===== src/rtl/demux_4_16_reg.sv =====
// Registered 1-to-4 word distributor: steers a valid/ready word stream into four lanes
// (round-robin or addressed) and presents them as one frame until acknowledged.
module demux_4_16_reg #(
    parameter int unsigned WIDTH = 16
) (
    input  logic             clk,
    input  logic             rst_n,
    input  logic [WIDTH-1:0] din,
    input  logic             in_valid,
    output logic             in_ready,
    input  logic             mode,
    input  logic             s0,
    input  logic             s1,
    output logic [WIDTH-1:0] y0,
    output logic [WIDTH-1:0] y1,
    output logic [WIDTH-1:0] y2,
    output logic [WIDTH-1:0] y3,
    output logic [3:0]       lane_mask,
    output logic             out_valid,
    input  logic             out_ack,
    output logic [7:0]       frame_count
);

    typedef enum logic [0:0] {StFill, StHold} state_e;

    state_e           state_q, state_d;
    logic [WIDTH-1:0] lane_q [4];
    logic [WIDTH-1:0] lane_d [4];
    logic [3:0]       mask_q, mask_d;
    logic [1:0]       ptr_q, ptr_d;
    logic [7:0]       frame_count_q, frame_count_d;

    logic             accept;
    logic [1:0]       lane_sel;

    assign accept   = in_valid && (state_q == StFill);
    assign lane_sel = mode ? {s0, s1} : ptr_q;

    always_comb begin
        state_d       = state_q;
        lane_d        = lane_q;
        mask_d        = mask_q;
        ptr_d         = ptr_q;
        frame_count_d = frame_count_q;

        unique case (state_q)
            StFill: begin
                if (accept) begin
                    lane_d[lane_sel] = din;
                    mask_d           = mask_q | (4'b0001 << lane_sel);
                    if (!mode) begin
                        ptr_d = ptr_q + 2'd1;
                    end
                    if (mask_d == 4'b1111) begin
                        state_d       = StHold;
                        frame_count_d = frame_count_q + 8'd1;
                    end
                end
            end
            StHold: begin
                // Lanes keep their data across the ack; only the frame bookkeeping clears.
                if (out_ack) begin
                    state_d = StFill;
                    mask_d  = 4'b0000;
                    ptr_d   = 2'd0;
                end
            end
            default: state_d = StFill;
        endcase
    end

    always_ff @(posedge clk or negedge rst_n) begin
        if (!rst_n) begin
            state_q       <= StFill;
            lane_q        <= '{default: '0};
            mask_q        <= 4'b0000;
            ptr_q         <= 2'd0;
            frame_count_q <= 8'd0;
        end else begin
            state_q       <= state_d;
            lane_q        <= lane_d;
            mask_q        <= mask_d;
            ptr_q         <= ptr_d;
            frame_count_q <= frame_count_d;
        end
    end

    assign in_ready    = (state_q == StFill);
    assign out_valid   = (state_q == StHold);
    assign y0          = lane_q[0];
    assign y1          = lane_q[1];
    assign y2          = lane_q[2];
    assign y3          = lane_q[3];
    assign lane_mask   = mask_q;
    assign frame_count = frame_count_q;

endmodule


===== config.mk =====
export PLATFORM = sky130hd
export DESIGN_NAME = demux_4_16_reg
export DESIGN_NICKNAME = d
export VERILOG_FILES = /design/src/rtl/demux_4_16_reg.sv
export SDC_FILE = /design/constraint.sdc
export NUM_CORES = 1
export LEC_CHECK = 0
export ABC_AREA = 1
export CORE_MARGIN = 2
export CORE_UTILIZATION = 41
export CTS_BUF_LIST = sky130_fd_sc_hd__clkbuf_16
export DETAILED_ROUTE_END_ITERATION = 7
export PLACE_DENSITY = 0.81
export SYNTH_ARGS = -nofsm -noshare
export SYNTH_HDL_FRONTEND = slang
export SYNTH_SLANG_ARGS = --single-unit

===== constraint.sdc =====
create_clock -name clk -period 1.4 [get_ports clk]
set_clock_uncertainty 0.2 [all_clocks]
set_input_delay 0.28 -clock clk [delete_from_list [all_inputs] [get_ports clk]]
set_output_delay 0.28 -clock clk [all_outputs]
set_load 0.005 [all_outputs]

==> impl_metrics.csv, run 1 <==
group,metric,value,unit
run_status,outcome,"complete, but fails checks",
run_status,failed_checks,"setup timing",
critical_path,regToRegStartpoint,"out_valid$_DFF_PN0_",
critical_path,crit_chain,"clkdlybuf4s50_1 > inv_1 > nor2_4 > buf_4 > nand4_1 > nor2_1 > nand2_2 > nand2_1 > nand2_1",
floorplan,initial_core_util,42.55,%
synth,synth.area.top_cells,"dfrtp_1 (64%), nand2_1 (13%), o21ai_0 (11%)",
critical_path,endpoint_kind,"flop",
critical_path,reg2regPathDepth,8,
min_path,min_from,"y3[10]$_DFFE_PN0P_",
global_route,grtUsageTotal,22.14,%
synth,syn-num-nets,357,
synth,async_flop_share,100.0,%
clock_tree,clock_latency,320,ps
sta,finalSetupViolations,82,
critical_path,critPathBufInv,3,
global_route,antenna_found_initial,0,
clock_tree,cts.htree.levels,3,
critical_path,start_kind,"input pin",
placement,dp_slack,-650.8,ps
power_and_ir_drop,peakVddDrop,0.9994,mV
min_path,hold_end,"y3[10]$_DFFE_PN0P_",
floorplan,core,7292,µm²
synth,yosys-top-cells-count,"nand2_1 (108), dfrtp_1 (79), o21ai_0 (66), inv_1 (33), nand3_1 (12)",
floorplan,die-area,8280,µm²
min_path,whs_path_depth,2,
critical_path,crit_type,"in2reg",
synth,ys.warnings.count,0,
synth,yosysTopAreaCell,"dfrtp_1",
synth,synth_seq_cells,79,
floorplan,die_y,91.00,µm
floorplan,fp.dieW,91.00,µm
routing,firstDrtPassIters,4,
routing,drc,0,
sta,rsz0062_at_grt,"true",
sta,worstMarginPinSlew,416.1,ps
routing,ant_nets,0,
min_path,hold_class,"reg2reg",
synth,syn_inst,333,
critical_path,cp_common_cell,"nand2_1",
global_route,overflow,0,
synth,synth_most_common_cell,"nand2_1",
clock_tree,cts_buffer_depth,2,
routing,dr.first_iter.drc_count,117,
clock_tree,tritoncts,"yes",
synth,syn_avg_cell_area,9.318,µm²
synth,ys.flop_type,"dfrtp_1",
routing,avgViaCountPerCell,4.865,
power_and_ir_drop,leakagePower,2.586,nW
critical_path,r2r_slack,-290,ps
power_and_ir_drop,total_power,10.59,mW
sta,fin_crit,1721,ps
clock_tree,cts_buffers,9,
finish,antenna-diode-count,0,
synth,synth-seq-area-share,63.71,%
synth,netlist_area,3103,µm²
power_and_ir_drop,p_per_area,2167,nW/µm²
finish,nFillCells,591,
sta,period_share,123.0,%
synth,yosys.area.top_type_share,63.71,%
sta,slew-limit-headroom,72.26,%
critical_path,critPathSlowestCell,"clkdlybuf4s50_1",
global_route,grt_first_pass_wirelength,14610,µm
placement,place_congestion,0.8245,
sta,fin_ws,-321.4,ps
clock_tree,path_clk_slew,60,ps
routing,wl_per_cell,15.61,µm
floorplan,io_pins,101,
synth,synth_cell_type_count,22,
critical_path,cpPeakStageDelay,470,ps
sta,slew_viol_final,0,
critical_path,crit_path_max_fanout,6,
clock_tree,cts_sinks,79,
finish,area_growth,57.46,%
global_route,grt_pass1_vias,2936,
critical_path,required,1400,ps
critical_path,crit_family,"buffers and inverters",
routing,routed_wl,9461,µm
sta,tns,-15910,ps
sta,hold_viol,0,
global_route,grt_max_degree,80,
critical_path,rr_endpoint,"frame_count[6]$_DFFE_PN0P_",
run,cap_violations,0,
finish,nets,527,
routing,dr_total_vias,2948,
clock_tree,cts-root-buf,"clkbuf_16",
floorplan,num_rows,31,
finish,drive_above_1_share,39.45,%
critical_path,cp.arrival,1720,ps
sta,max_freq,580.9,MHz
placement,post-dp-hpwl,5479,µm
placement,port_buffers,100,
synth,synth_edf_count,0,
finish,fin_util,67.00,%
[sequential cells by signal (all words and copies together), names as in the netlist]
name and flops:
y3 16, y0 16, ptr_q 2, lane_mask 4
frame_count 8, out_valid 1, y1 16, y2 16
[stage by stage]
stage                     std cells  hold WS [ps]  area [µm²]
final                           606         287.3        4886
after global routing            606         310.5        4886
after CTS                       592         290.8        4925
after detailed placement        539         137.0        4362
after global placement          539         130.2        4362
after floorplan                 333        -215.6        3144
[cells by family (layout without fill, tap and decap cells)]
| family | count (synthesis) | in the layout | share of synthesized area, % |
|---|---|---|---|
| buffers and inverters | 48 | 222 | 6.532 |
| DFF | 79 | 79 | 63.71 |
| adders and majority gates | 1 | 1 | 0.4032 |
| xor gates and xnor gates | 2 | 2 | 0.5646 |
| and+or+nand+nor | 130 | 130 | 17.02 |
| AOI/OAI and AO/OA | 73 | 73 | 11.77 |
[final cells by class]
| class | instances | area, µm² | area share, % |
|---|---|---|---|
| clock inverter | 6 | 55.05 | 1.127 |
| clock buffer | 9 | 225.2 | 4.609 |
| timing repair buffer | 173 | 1301 | 26.63 |
| tap | 99 | 123.9 | 2.535 |
| inverter | 34 | 127.6 | 2.612 |
| multi-input combinational | 206 | 1076 | 22.02 |
| sequential | 79 | 1977 | 40.46 |
[layer usage]
layer  global-route usage (%)  vias to the layer above  share of wire [%]
met5                        0                        -                  0
met4                    7.449                        0                1.5
met3                    3.651                       14                3.8
met2                    39.07                       83                 52
met1                    27.62                     1447                 42
li1                         -                     1404                  -
[cells in the final DEF (no fill, tap or decap)]
| master | Yosys | layout |
|---|---|---|
| nand2_2 | 2 | 23 |
| nand3_4 | 0 | 3 |
| buf_8 | 0 | 2 |
| clkinv_4 | 0 | 1 |
| xor2_1 | 1 | 1 |
| a21oi_2 | 0 | 6 |
| nand3_1 | 12 | 9 |
| nor2_1 | 1 | 1 |
| buf_6 | 1 | 12 |
| nor2_4 | 0 | 2 |
| clkinv_1 | 0 | 1 |
| inv_2 | 1 | 3 |
| dfrtp_1 | 79 | 79 |
| buf_2 | 6 | 39 |
| a21oi_1 | 7 | 1 |
| clkbuf_2 | 3 | 32 |
| clkdlybuf4s50_1 | 0 | 18 |
| nor4_2 | 0 | 1 |
| clkdlybuf4s15_1 | 0 | 8 |
| bufinv_16 | 0 | 1 |
| nand3_2 | 1 | 1 |
| buf_12 | 0 | 4 |
| o21ai_0 | 66 | 26 |
| dlygate4sd2_1 | 0 | 2 |
| nand4_1 | 2 | 2 |
| o21ai_2 | 0 | 3 |
| o21ai_1 | 0 | 37 |
| nor3_2 | 0 | 1 |
| clkinv_2 | 0 | 1 |
| clkbuf_16 | 0 | 9 |
| inv_1 | 33 | 33 |
| ha_1 | 1 | 1 |
| buf_4 | 1 | 55 |
| nand2_1 | 108 | 86 |
| dlygate4sd3_1 | 0 | 1 |
| nand2_4 | 0 | 1 |
| xnor2_1 | 1 | 1 |
[power breakdown]
part,internal [mW],switching [mW]
Sequential,3.31,0.619
Combinational,2.38,2.07
Clock,1.35,0.853
Total,7.05,3.54
[how the worst max path moves through the flow]
stage / startpoint / end / slack [ps] / depth (start not counted)
floorplan: ptr_q[0]$_DFFE_PN0P_ / frame_count[5]$_DFFE_PN0P_ / -60 / 11
detailed placement: mode / y1[13]$_DFFE_PN0P_ / -650 / 8
global route: in_valid / frame_count[7]$_DFFE_PN0P_ / -380 / 9
CTS: out_valid$_DFF_PN0_ / y2[3]$_DFFE_PN0P_ / -140 / 7
finish: in_valid / frame_count[6]$_DFFE_PN0P_ / -320 / 9
global placement: mode / y1[9]$_DFFE_PN0P_ / -580 / 8
[worst register-to-register path, cell delays in order (launching register included)]
cell and delay [ps]:
dfrtp_1 410, buf_6 140, nor2_4 120, buf_4 160, nand4_1 130, nor2_1 200
nand2_2 70, nand2_1 70, nand2_1 70
[timing repair]
item	in CTS	in global routing
buffers inserted	32	14
pin swaps	5	1
setup endpoints to repair	155	117
resized for setup	318	52
cloned	5	0
hold endpoints to repair	79	0
hold buffers	1	0
No activity file was read; power rests on OpenSTA's default activity.
==> run 2, diff against run 1 <==
--- a/config.mk
+++ b/config.mk
@@ -7,10 +7,10 @@
 export LEC_CHECK = 0
 export ABC_AREA = 1
 export CORE_MARGIN = 2
-export CORE_UTILIZATION = 41
+export CORE_UTILIZATION = 49
 export CTS_BUF_LIST = sky130_fd_sc_hd__clkbuf_16
 export DETAILED_ROUTE_END_ITERATION = 7
-export PLACE_DENSITY = 0.81
+export PLACE_DENSITY = 0.9
 export SYNTH_ARGS = -nofsm -noshare
 export SYNTH_HDL_FRONTEND = slang
 export SYNTH_SLANG_ARGS = --single-unit
==> constraint.sdc (replaced) <==
create_clock -name clk -period 2.2 [get_ports clk]
set_clock_uncertainty 0.2 [all_clocks]
set_input_delay 0.44 -clock clk [delete_from_list [all_inputs] [get_ports clk]]
set_output_delay 0.44 -clock clk [all_outputs]
set_load 0.005 [all_outputs]
==> run 2 against run 1 <==
The flow now finishes without violations. Cell area decreased by 6.7%. Sequential cell count unchanged. Total power decreased by 38%. Non-clock buffer count decreased by 65. Core utilization increased by 8.7 points. Global-route usage increased by 2.3 points. Register-to-register slack improved by 850 ps. Critical path depth decreased by 7. Cell count decreased by 15%. Via count decreased by 8.8%. Worst hold slack got worse by 6.7 ps. Sequential share of layout area increased by 2.9 points. Critical path type is now reg2out. Highest routed layer unchanged.
==> impl_metrics.csv, run 2 (synthesized netlist as in run 1, its figures left out) <==
group,metric,value,unit
sta,fin_crit,1994,ps
clock_tree,post_cts_resized,0,
sta,period_share,90.64,%
routing,ant_nets,0,
global_route,grtUsageTotal,24.43,%
clock_tree,postCtsSetupBuffers,0,
routing,dr_wl_met3,413,µm
global_route,antenna_found_initial,0,
critical_path,crit_type,"reg2out",
routing,wl_per_cell,15.70,µm
sta,worstMarginPinSlew,333.9,ps
power_and_ir_drop,total_power,6.567,mW
routing,drc,0,
finish,final-seq-area,1977,µm²
sta,fin_ws,205.9,ps
global_route,overflow,0,
routing,firstDrtPassIters,4,
clock_tree,cts_sinks,79,
clock_tree,cts_buffer_depth,2,
finish,nets,462,
sta,finalSetupViolations,0,
routing,met1_length,3220,µm
power_and_ir_drop,leakagePower,2.187,nW
min_path,min_from,"y0[5]$_DFFE_PN0P_",
global_route,grt_pass1_vias,2766,
placement,post-dp-hpwl,5366,µm
floorplan,num_rows,28,
clock_tree,clock_latency,330,ps
routing,routed_wl,8135,µm
finish,multiInputGateArea,923.4,µm²
floorplan,fp.dieW,83.58,µm
global_route,grt_first_pass_wirelength,13540,µm
placement,place_congestion,0.8052,
placement,dp_slack,-68.40,ps
power_and_ir_drop,peakVddDrop,0.8217,mV
clock_tree,ctsHoldBuffers,1,
power_and_ir_drop,p_per_area,1440,nW/µm²
finish,antenna-diode-count,0,
critical_path,start_kind,"flop",
routing,avgViaCountPerCell,5.193,
sta,hold_viol,0,
critical_path,regToRegStartpoint,"ptr_q[0]$_DFFE_PN0P_",
placement,port_buffers,100,
floorplan,core,6026,µm²
sta,rsz0062_at_grt,"false",
critical_path,rr_endpoint,"frame_count[7]$_DFFE_PN0P_",
routing,highest_layer,"met4",
critical_path,r2r_slack,560,ps
min_path,hold_class,"reg2reg",
critical_path,reg2regPathDepth,11,
critical_path,crit_path_max_fanout,4,
min_path,whs_path_depth,2,
critical_path,required,1560,ps
sta,max_freq,501.5,MHz
clock_tree,cts-root-buf,"clkbuf_16",
clock_tree,tritoncts,"yes",
critical_path,endpoint_kind,"primary output",
finish,area_growth,46.94,%
finish,layout_common_cells,"nand2_1 (108), clkdlybuf4s50_1 (99), dfrtp_1 (79), o21ai_0 (66), inv_1 (35)",
finish,final_common_cell,"nand2_1",
floorplan,io_pins,101,
clock_tree,cts_buffers,9,
routing,dr_total_vias,2690,
routing,met2WireLength,4164,µm
floorplan,die_y,83.58,µm
global_route,grt_max_degree,56,
finish,nFillCells,405,
run,cap_violations,0,
sta,slew-limit-headroom,77.54,%
floorplan,die-area,6985,µm²
critical_path,cp.arrival,1350,ps
clock_tree,cts.htree.levels,3,
floorplan,initial_core_util,51.50,%
min_path,hold_end,"y0[5]$_DFFE_PN0P_",
sta,slew_viol_final,0,
finish,drive_above_1_share,6.321,%
clock_tree,path_clk_slew,60,ps
run_status,outcome,"complete, no violations",
routing,dr.first_iter.drc_count,138,
==> run 2: cell types whose count changed in the layout (fill, tap and decap cells not counted), moves of 6 or more <==
| cell | previous run | this run |
|---|---|---|
| buf_2 | 39 | 0 |
| a21oi_2 | 6 | 0 |
| o21ai_0 | 26 | 66 |
| nand2_2 | 23 | 2 |
| clkbuf_2 | 32 | 0 |
| clkdlybuf4s15_1 | 8 | 0 |
| nand2_1 | 86 | 108 |
| clkdlybuf4s50_1 | 18 | 99 |
| buf_6 | 12 | 0 |
| a21oi_1 | 1 | 7 |
| buf_4 | 55 | 3 |
| o21ai_1 | 37 | 0 |
==> run 2: how the worst max path moves through the flow <==
stage | start | cells after the start | to | slack, ps
2_1_floorplan | mode | 11 | frame_count[5]$_DFFE_PN0P_ | 650
3_3_place_gp | mode | 12 | frame_count[7]$_DFFE_PN0P_ | 60
3_5_place_dp | mode | 12 | frame_count[7]$_DFFE_PN0P_ | -70
4_1_cts | out_valid$_DFF_PN0_ | 2 | in_ready | 190
5_1_grt | mode | 12 | frame_count[7]$_DFFE_PN0P_ | 60
6_report | out_valid$_DFF_PN0_ | 2 | in_ready | 210
==> run 2: layout make-up <==
cell class                 instances  share of cell area [%]
tap                               75                   2.058
sequential                        79                   43.36
timing repair buffer             108                   24.64
inverter                          34                   2.799
clock inverter                     7                   1.948
multi-input combinational        206                   20.25
clock buffer                       9                   4.940
==> run 2: metal layers <==
metal,vias up,GRT usage [%]
li1,1272,-
met1,1289,29.37
met2,100,41.82
met3,29,4.649
met4,0,12.46
met5,-,0
==> run 2: power by group <==
part | total (mW) | switching, mW | leakage (nW) | internal [mW]
logic | 2.48 | 1.01 | 1.04 | 1.47
registers | 2.53 | 0.417 | 0.988 | 2.11
clock network | 1.56 | 0.573 | 0.158 | 0.987
==> run 2: through the flow <==
step / hold slack [ps] / cell area [µm²] / std cells / util, % / setup TNS, ps
floorplan: -55.59 / 3103 / 333 / - / 0
global placement: 154.0 / 4235 / 501 / 70.29 / 0
detailed placement: 159.4 / 4235 / 501 / 70.29 / -186.9
CTS: 287.2 / 4559 / 518 / 75.66 / 0
global route: 304.9 / 4559 / 518 / 75.66 / 0
finish: 280.6 / 4559 / 518 / 75.66 / 0
==> run 2: critical path, cell delays in order, from the launching register on <==
cell             delay, ps
dfrtp_1                410
inv_1                  110
clkdlybuf4s50_1        510
==> variant, RTL diff (settings of run 1) <==
The parameter `WIDTH` goes from 16 to 32.
--- a/src/rtl/demux_4_16_reg.sv
+++ b/src/rtl/demux_4_16_reg.sv
@@ -1,7 +1,7 @@
 // Registered 1-to-4 word distributor: steers a valid/ready word stream into four lanes
 // (round-robin or addressed) and presents them as one frame until acknowledged.
 module demux_4_16_reg #(
-    parameter int unsigned WIDTH = 16
+    parameter int unsigned WIDTH = 32
 ) (
     input  logic             clk,
     input  logic             rst_n,
Ports: changed (5 resized); port bits go from 101 to 181. No check against the original RTL was run, so the function may have changed too.
==> variant against run 1 <==
  * The run still ends with negative setup slack left
  * Register-to-register slack worse by 0.04 ns
  * First-iteration DRC count grew to 4.2 times the old value
  * Synthesized area is 77% higher
  * Maximum frequency is 0.58% lower
  * Sequential share of layout area is 4.4 points lower
  * Final area is 100% higher
  * Combinational power is 140% higher
  * Worst setup slack worse by 0.010 ns
  * Utilization is 8.6 points higher
  * Die area is 73% higher
  * Power is 110% higher
  * Sequential cell count is 64 higher
  * Global-route usage is 1.3 points higher
  * Wire length is 130% higher
  * Critical endpoint is now frame_count[7]
  * Largest cell class unchanged
==> variant: results (changes against run 1) <==
<table>
<tr><th>Metric</th><th>Value</th></tr>
<tr><th colspan="2">Timing</th></tr>
<tr><td>Slack of the critical path</td><td>-0.331 ns (was -0.321 ns)</td></tr>
<tr><td>Total setup violations reported at the end of the flow</td><td>275 (was 82)</td></tr>
<tr><th colspan="2">Yosys</th></tr>
<tr><td>Fraction of synthesized cell area in xor and xnor cells</td><td>0.320% (was 0.565%)</td></tr>
<tr><td>Number of instances in the synthesized netlist</td><td>557 (was 333)</td></tr>
<tr><td>Fraction of the mapped netlist area in compound gates</td><td>12.5% (was 11.8%)</td></tr>
<tr><td>Dominant cells by area after synthesis</td><td>sky130_fd_sc_hd__dfrtp_1 (65%), sky130_fd_sc_hd__nand2_1 (12%), sky130_fd_sc_hd__o21ai_0 (7.1%) (was sky130_fd_sc_hd__dfrtp_1 (64%), sky130_fd_sc_hd__nand2_1 (13%), sky130_fd_sc_hd__o21ai_0 (11%))</td></tr>
<tr><td>Leading cell types by count after synthesis</td><td>sky130_fd_sc_hd__nand2_1 (172), sky130_fd_sc_hd__dfrtp_1 (143), sky130_fd_sc_hd__o21ai_0 (78) (was sky130_fd_sc_hd__nand2_1 (108), sky130_fd_sc_hd__dfrtp_1 (79), sky130_fd_sc_hd__o21ai_0 (66))</td></tr>
<tr><th colspan="2">Placement</th></tr>
<tr><td>Placed instance count</td><td>912 (was 539)</td></tr>
<tr><td>Pre-CTS setup slack</td><td>-0.701 ns (was -0.651 ns)</td></tr>
<tr><th colspan="2">Setup path</th></tr>
<tr><td>Biggest fanout along the worst timing path</td><td>8 (was 6)</td></tr>
<tr><th colspan="2">GRT</th></tr>
<tr><td>Maximum number of pins on one net before global-route repair</td><td>41 (was 80)</td></tr>
<tr><td>Vias in the first global route</td><td>5179 (was 2936)</td></tr>
<tr><td>Global-route track usage on met1</td><td>27.8% (was 27.6%)</td></tr>
<tr><td>Tot GR Track Use</td><td>23.4% (was 22.1%)</td></tr>
<tr><td>Met3 global-route usage</td><td>6.42% (was 3.65%)</td></tr>
<tr><th colspan="2">Run status</th></tr>
<tr><td>Run status</td><td>finished, violations left (unchanged)</td></tr>
<tr><td>Violations in the final reports</td><td>negative setup slack (unchanged)</td></tr>
<tr><th colspan="2">Die</th></tr>
<tr><td>Die Area</td><td>0.0143 sq mm (was 0.00828 sq mm)</td></tr>
<tr><th colspan="2">Finish</th></tr>
<tr><td>Filler cell count</td><td>842 (was 591)</td></tr>
<tr><td>Final net count</td><td>954 (was 527)</td></tr>
<tr><td>Final non-filler cell total</td><td>1103 (was 606)</td></tr>
<tr><th colspan="2">Drt</th></tr>
<tr><td>Number of iterations in the first detailed-routing pass</td><td>5 (was 4)</td></tr>
<tr><th colspan="2">Power and ir drop</th></tr>
<tr><td>Leakage dissipation</td><td>0.00521 uW (was 0.00259 uW)</td></tr>
<tr><th colspan="2">Clock tree</th></tr>
<tr><td>Total number of H-tree levels</td><td>4 (was 3)</td></tr>
<tr><td>Number of buffers created by CTS</td><td>17 (was 9)</td></tr>
<tr><th colspan="2">Min path</th></tr>
<tr><td>Worst min path class</td><td>input port to asynchronous set/reset pin (was register to register)</td></tr>
</table>
variant: worst max-delay path, cell delays in order (launching register included):
cell,delay [ns]
sky130_fd_sc_hd__dfrtp_1,0.42
sky130_fd_sc_hd__buf_6,0.14
sky130_fd_sc_hd__nor2_4,0.09
sky130_fd_sc_hd__buf_12,0.14
sky130_fd_sc_hd__nand2_2,0.11
sky130_fd_sc_hd__nor4_2,0.28
sky130_fd_sc_hd__nand2_2,0.08
sky130_fd_sc_hd__nand2_1,0.09
sky130_fd_sc_hd__nand2_1,0.06
variant: layout make-up:
| class | instances | area (sq um) | share of cell area (%) |
|---|---|---|---|
| inverter | 49 | 186 | 1.88 |
| tap | 176 | 220 | 2.22 |
| clock buffer | 17 | 425 | 4.28 |
| sequential | 143 | 3580 | 36.0 |
| timing repair buffer | 368 | 3160 | 31.8 |
| multi-input combinational | 335 | 2200 | 22.2 |
| clock inverter | 15 | 153 | 1.54 |
variant: where the power goes:
| part | internal [uW] | switching (uW) |
|---|---|---|
| Clock | 2750 | 1790 |
| Sequential | 6050 | 1270 |
| Combinational | 5880 | 4780 |
variant: worst paths after layout:
check,start,to,slack (ns),depth (start not counted)
worst max-delay path,out_valid,frame_count[7],-0.33,8
worst min-delay path,rst_n,y0[15],0.11,2
worst max register to register,out_valid,frame_count[7],-0.33,8
worst min register to register,y3[10],y3[10],0.29,2
max in group asynchronous,rst_n,y3[5],0.38,3
min in group clk,out_ack,out_valid,0.26,2
variant: timing repair:
| action | in CTS | in global routing |
|---|---|---|
| hold buffers | 1 | 0 |
| pin swaps | 3 | 14 |
| resized for setup | 587 | 201 |
| hold endpoints to repair | 143 | 0 |
| cloned | 3 | 26 |
| endpoints found under the setup margin | 283 | 285 |
| buffers inserted | 68 | 63 |
